`src/rtl/seven_seg_pkg.sv`:
```
// rtl/seven_seg_pkg.sv - shared seven-segment encodings, frame type and helpers
// Contents: active-low {g..a} hex codes, blank / anode-off codes,
//           frame_t (latched display content), anode_on() digit-select helper.
package seven_seg_pkg;

   localparam logic [7:0] SEG_BLANK = 8'hFF;
   localparam logic [7:0] ANODE_OFF = 8'hFF;
   localparam logic [6:0] SEG_OFF   = 7'h7F;

   localparam logic [6:0] SEG_HEX_0 = 7'h40;
   localparam logic [6:0] SEG_HEX_1 = 7'h79;
   localparam logic [6:0] SEG_HEX_2 = 7'h24;
   localparam logic [6:0] SEG_HEX_3 = 7'h30;
   localparam logic [6:0] SEG_HEX_4 = 7'h19;
   localparam logic [6:0] SEG_HEX_5 = 7'h12;
   localparam logic [6:0] SEG_HEX_6 = 7'h02;
   localparam logic [6:0] SEG_HEX_7 = 7'h78;
   localparam logic [6:0] SEG_HEX_8 = 7'h00;
   localparam logic [6:0] SEG_HEX_9 = 7'h10;
   localparam logic [6:0] SEG_HEX_A = 7'h08;
   localparam logic [6:0] SEG_HEX_B = 7'h03;
   localparam logic [6:0] SEG_HEX_C = 7'h46;
   localparam logic [6:0] SEG_HEX_D = 7'h21;
   localparam logic [6:0] SEG_HEX_E = 7'h06;
   localparam logic [6:0] SEG_HEX_F = 7'h0E;

   typedef struct packed {
      logic        blank_lz;
      logic [7:0]  point;
      logic [31:0] num;
   } frame_t;

   localparam frame_t FRAME_RESET = '0;

   // Active-low one-cold enable for digit idx.
   function automatic logic [7:0] anode_on(input logic [2:0] idx);
      return ~(8'h01 << idx);
   endfunction

endpackage

```
`src/rtl/hex_to_seg.sv`:
```
// rtl/hex_to_seg.sv - combinational hex nibble to active-low {g..a} segment decoder
// Ports: hex_i [3:0] nibble in; seg_o [6:0] active-low segments {g,f,e,d,c,b,a}.
module hex_to_seg
   import seven_seg_pkg::*;
(
   input  logic [3:0] hex_i,
   output logic [6:0] seg_o
);

   always_comb begin
      seg_o = SEG_OFF;
      case (hex_i)
         4'h0: seg_o = SEG_HEX_0;
         4'h1: seg_o = SEG_HEX_1;
         4'h2: seg_o = SEG_HEX_2;
         4'h3: seg_o = SEG_HEX_3;
         4'h4: seg_o = SEG_HEX_4;
         4'h5: seg_o = SEG_HEX_5;
         4'h6: seg_o = SEG_HEX_6;
         4'h7: seg_o = SEG_HEX_7;
         4'h8: seg_o = SEG_HEX_8;
         4'h9: seg_o = SEG_HEX_9;
         4'hA: seg_o = SEG_HEX_A;
         4'hB: seg_o = SEG_HEX_B;
         4'hC: seg_o = SEG_HEX_C;
         4'hD: seg_o = SEG_HEX_D;
         4'hE: seg_o = SEG_HEX_E;
         4'hF: seg_o = SEG_HEX_F;
      endcase
   end

endmodule

```
`src/rtl/seven_seg_scan_driver.sv`:
```
// rtl/seven_seg_scan_driver.sv - 8-digit multiplexed seven-segment scan driver
// Ports: clk; reset (async, active-low); disp_num [31:0] eight hex nibbles,
//        digit 0 rightmost; point [7:0] decimal points; blank_lz leading-zero
//        blanking; anode [7:0] active-low digit enables; segment [7:0]
//        active-low {dp,g..a}; frame_done one-cycle pulse at end of digit 7 slot.
module seven_seg_scan_driver
   import seven_seg_pkg::*;
#(
   parameter int DIV_BITS     = 17,
   parameter int BLANK_CYCLES = 64
)
(
   input  logic        clk,
   input  logic        reset,
   input  logic [31:0] disp_num,
   input  logic [7:0]  point,
   input  logic        blank_lz,
   output logic [7:0]  anode,
   output logic [7:0]  segment,
   output logic        frame_done
);

   localparam logic [DIV_BITS-1:0] BLANK_CNT = DIV_BITS'(BLANK_CYCLES);

   logic [DIV_BITS-1:0] cnt_q, cnt_d;
   logic [2:0]          idx_q, idx_d;
   frame_t              frame_q, frame_d;
   logic                load_pending_q, load_pending_d;
   logic [7:0]          anode_q, anode_d;
   logic [7:0]          segment_q, segment_d;

   logic                tick;
   logic                wrap;
   logic [3:0]          nib;
   logic [6:0]          seg7;
   logic [7:0]          upper_zero;
   logic                blank_digit;

   assign tick = (cnt_q == '1);
   assign wrap = tick && (idx_q == 3'd7);

   // Frame content only changes at a frame boundary so a digit sequence is never torn.
   always_comb begin
      cnt_d          = cnt_q + 1'b1;
      idx_d          = tick ? idx_q + 3'd1 : idx_q;
      load_pending_d = 1'b0;
      frame_d        = frame_q;
      if (load_pending_q || wrap) begin
         frame_d.num      = disp_num;
         frame_d.point    = point;
         frame_d.blank_lz = blank_lz;
      end
   end

   assign nib = frame_q.num[{idx_q, 2'b00} +: 4];

   hex_to_seg u_hex_to_seg (
      .hex_i (nib),
      .seg_o (seg7)
   );

   // upper_zero[k] is set when nibbles k..7 are all zero.
   always_comb begin
      logic acc;
      acc        = 1'b1;
      upper_zero = '0;
      for (int k = 7; k >= 0; k--) begin
         acc           = acc && (frame_q.num[4*k +: 4] == 4'h0);
         upper_zero[k] = acc;
      end
   end

   // Digit 0 always shows, so a value of zero still displays "0".
   assign blank_digit = frame_q.blank_lz && (idx_q != 3'd0) && upper_zero[idx_q];

   always_comb begin
      segment_d = {~frame_q.point[idx_q], blank_digit ? SEG_OFF : seg7};
      anode_d   = (cnt_q < BLANK_CNT) ? ANODE_OFF : anode_on(idx_q);
   end

   always_ff @(posedge clk or negedge reset) begin
      if (!reset) begin
         cnt_q          <= '0;
         idx_q          <= '0;
         frame_q        <= FRAME_RESET;
         load_pending_q <= 1'b1;
         anode_q        <= ANODE_OFF;
         segment_q      <= SEG_BLANK;
      end else begin
         cnt_q          <= cnt_d;
         idx_q          <= idx_d;
         frame_q        <= frame_d;
         load_pending_q <= load_pending_d;
         anode_q        <= anode_d;
         segment_q      <= segment_d;
      end
   end

   assign anode      = anode_q;
   assign segment    = segment_q;
   assign frame_done = wrap;

endmodule
```
`config.mk`:
```
export PLATFORM = sky130hd
export DESIGN_NAME = seven_seg_scan_driver
export DESIGN_NICKNAME = d
export VERILOG_FILES = /design/src/rtl/seven_seg_pkg.sv /design/src/rtl/hex_to_seg.sv /design/src/rtl/seven_seg_scan_driver.sv
export SDC_FILE = /design/constraint.sdc
export NUM_CORES = 1
export LEC_CHECK = 0
export BUFFER_PORTS_ARGS = -buffer_cell sky130_fd_sc_hd__clkbuf_2
export CAP_MARGIN = 20
export CORE_ASPECT_RATIO = 0.5
export CORE_MARGIN = 2
export CORE_UTILIZATION = 43
export DETAILED_ROUTE_END_ITERATION = 7
export SLEW_MARGIN = 20
export SYNTH_ARGS = -nofsm -noshare
export SYNTH_HDL_FRONTEND = slang
export SYNTH_SLANG_ARGS = --single-unit
```
`constraint.sdc`:
```
create_clock -name clk -period 4.2 [get_ports clk]
set_clock_uncertainty 0.2 [all_clocks]
set_input_delay 0.63 -clock clk [delete_from_list [all_inputs] [get_ports clk]]
set_output_delay 0.63 -clock clk [all_outputs]
set_load 0.01 [all_outputs]
```
==> flow_summary.json <==
{
  "cts-resized-gates": 0,
  "synth_area_leaders": "dfrtp_1 42%, mux2_2 13%, dfstp_2 12%",
  "die_height_um": 69.0,
  "pwr-share-comb_pct": 9.8,
  "cts_buffer_depth": 2,
  "grt_pass1_vias": 2308,
  "run_status": "completed",
  "die-area_um2": 9230,
  "p_leak_nw": 1.93,
  "io_pins": 60,
  "ys.flop_type": "dfrtp_1",
  "p_switching_uw": 398,
  "grt_max_degree": 79,
  "period_share_pct": 75.8,
  "hp-class": "in -> async",
  "place.gp.congestion": 0.792,
  "final_cells": 446,
  "cp_data_required_time_ns": 3.37,
  "cts_setup_buffers": 0,
  "p_clk_share_pct": 43.8,
  "antenna_found_initial": 0,
  "min_period_ns": 3.19,
  "setup_viol": 0,
  "tightest_slew_ns": 0.672,
  "synth-seq-cells": 78,
  "max_freq_ghz": 0.314,
  "cp.arrival_ns": 2.36,
  "powerDensity_nw_per_um2": 420,
  "use_met3_pct": 5.70,
  "met2_usage_pct": 28.0,
  "rsz0062_at_grt": "false",
  "finish.utilization_pct": 54.0,
  "layout-drive-gt1-share_pct": 44.9,
  "routedWlPerCell_um": 15.5,
  "worstSetupPathType": "reg -> out",
  "end_kind": "primary output",
  "port_buffers": 59,
  "route.detailed.drc": 0,
  "maxSlewViolCount": 0,
  "clkLatencyLatePin_ns": 0.33,
  "top_usage_layer": "met2",
  "wl_um": 6910,
  "p_total_mw": 1.83,
  "crit_end": "frame_done",
  "grt_pass1_wl_um": 11400,
  "path_buf_inv": 1,
  "critical_path.max_fanout": 5,
  "worstReg2RegStart": "idx_q[1]",
  "synth_top_area_share_pct": 42.1,
  "hold-worst-slack_ns": 0.0858,
  "cp-startpoint": "cnt_q[0]",
  "hold_viol": 0,
  "cp_top_family": "simple AND/OR/NAND/NOR gates",
  "avgSynthCellArea_um2": 13.6,
  "dp_cells": 429,
  "globalRouteOverflowTotal": 0,
  "rrSetupSlack_ns": 1.23,
  "p_seq_share_pct": 46.3,
  "rows": 23,
  "ys_seq_area_share_pct": 54.4,
  "intPower_mw": 1.44,
  "root_buffer": "clkbuf_16",
  "cts_buffers": 9,
  "syn_inst": 266,
  "cts_tree": "yes",
  "crit_top_cell": "ha_1",
  "nets": 386,
  "dp_hpwl_um": 4960,
  "routed_via_density": 5.15,
  "synthArstFlopShare_pct": 100,
  "vias": 2298,
  "hold_buffers": 0,
  "synth.distinct_cells": 44,
  "grt_usage_pct": 16.4,
  "drtIter0Drc": 91,
  "ant_nets": 0,
  "die_w_um": 134,
  "clkTransAtPathRegs_ns": 0.05,
  "syn_area_um2": 3630,
  "path_depth": 7,
  "synth_nets": 323,
  "synth_largest_area_cell": "dfrtp_1",
  "slew_headroom_pct": 55.2,
  "peakVddDrop_v": 0.000222,
  "cap_violations": 0,
  "ys_warn_count": 0,
  "synth-edff-count": 0,
  "areaGrowthSynthToFinish_pct": 20.3,
  "cpMaxStageDelayCell": "dfrtp_1",
  "timing.rr.end": "segment[0]",
  "htree_num_levels": 3,
  "crit_path_max_incr_delay_ns": 0.41,
  "antenna_cells": 0,
  "initial_utilization_pct": 44.9,
  "cts.sinks": 78,
  "path_cells": "ha_1 > and3_1 > nand4_1 > nor3_1 > ha_1 > and2_1 > clkbuf_2",
  "p_sw_share_pct": 21.7,
  "fin_tns_setup_ns": 0,
  "rr_worst_depth": 7,
  "grt_use_met1_pct": 19.6,
  "core_um2": 8090,
  "critPathLaunchType": "register",
  "drtPass1Iterations": 4
}
==> synth_stat cells (all sizes together), types with 2 or more instances <==
cell / n
clkbuf: 4
mux2: 43
nor3: 3
nand2: 16
nor2: 8
xor2: 7
xnor2: 9
dfrtp: 61
nand3: 10
and2: 2
buf: 5
a21oi: 4
o211ai: 3
ha: 14
inv: 9
o21ai: 6
nor4: 9
mux2i: 6
nand4: 2
and3: 3
mux4: 10
dfstp: 17
a31oi: 2
==> power groups by stage <==
stage | sequential [mW] | combinational (mW) | clock [mW]
floorplan | 0.856 | 0.113 | 0
global placement | 0.862 | 0.174 | 0
detailed placement | 0.862 | 0.180 | 0
CTS | 0.850 | 0.181 | 0.826
global route | 0.857 | 0.201 | 0.863
finish | 0.850 | 0.180 | 0.804
==> cells in the final DEF, fill, tap and decap left out, types with 2 or more instances in the layout <==
cell type,synthesis,routed
inv_2,2,2
a21oi_1,4,4
xor2_1,7,7
o21ai_0,5,5
mux2_1,2,2
nor3_1,3,3
and2_1,2,2
buf_4,0,2
clkbuf_8,0,4
a31oi_1,2,2
mux4_2,9,9
dfstp_2,17,17
nor4_1,9,9
clkbuf_16,0,9
inv_1,7,7
and3_1,3,3
nand4_1,2,2
mux2i_4,2,2
nor2_1,7,6
mux2_2,41,41
mux2i_1,3,3
ha_1,14,14
nand3_1,10,10
nand2_1,16,16
xnor2_1,9,9
dfrtp_1,61,61
clkbuf_2,0,58
o211ai_1,3,3
==> logic make-up after synthesis <==
logic type	after synthesis	synth area share (%)
compound gates	21	3.76
buf+inv	18	2.55
flops	78	54.4
other cells	1	0.103
xor+xnor	16	3.86
simple gates	59	8.41
fa+ha+maj	14	4.83
mux	59	22.1
==> through the flow <==
step                      area, um2  setup slack [ns]
after global placement         4020              1.37
after global routing           4360             0.824
after CTS                      4340             0.988
final                          4360              1.01
after floorplan                3630              1.47
after detailed placement       4020              1.30
==> how the worst min path moves through the flow <==
| stage | end | slack, ns | depth (start not counted) | start |
|---|---|---|---|---|
| after floorplan | cnt_q[0] | 0.13 | 0 | reset |
| after global placement | cnt_q[4] | 0.26 | 1 | cnt_q[4] |
| after detailed placement | cnt_q[4] | 0.26 | 1 | cnt_q[4] |
| after CTS | cnt_q[4] | 0.27 | 1 | cnt_q[4] |
| after global routing | cnt_q[4] | 0.13 | 1 | reset |
| final | cnt_q[9] | 0.09 | 1 | reset |
==> layout make-up <==
| cell class | instances | area (um2) |
|---|---|---|
| timing repair buffer | 61 | 325 |
| fill | 692 | 3720 |
| sequential | 78 | 1970 |
| multi-input combinational | 170 | 1570 |
| tap | 112 | 140 |
| inverter | 9 | 33.8 |
| clock inverter | 2 | 37.5 |
| clock buffer | 14 | 284 |
==> flip-flops by register name (all words and copies together) (netlist names) <==
register,cells
anode,8
cnt_q,17
idx_q,3
segment,8
load_pending_q,1
frame_q,41
==> layer usage <==
metal  share of wire [%]  vias up
met5                   0        -
met4                 1.8        0
met3                 4.5       12
met2                  50       45
met1                  44     1152
li1                    -     1089
No activity file was read; power rests on OpenSTA's default activity.
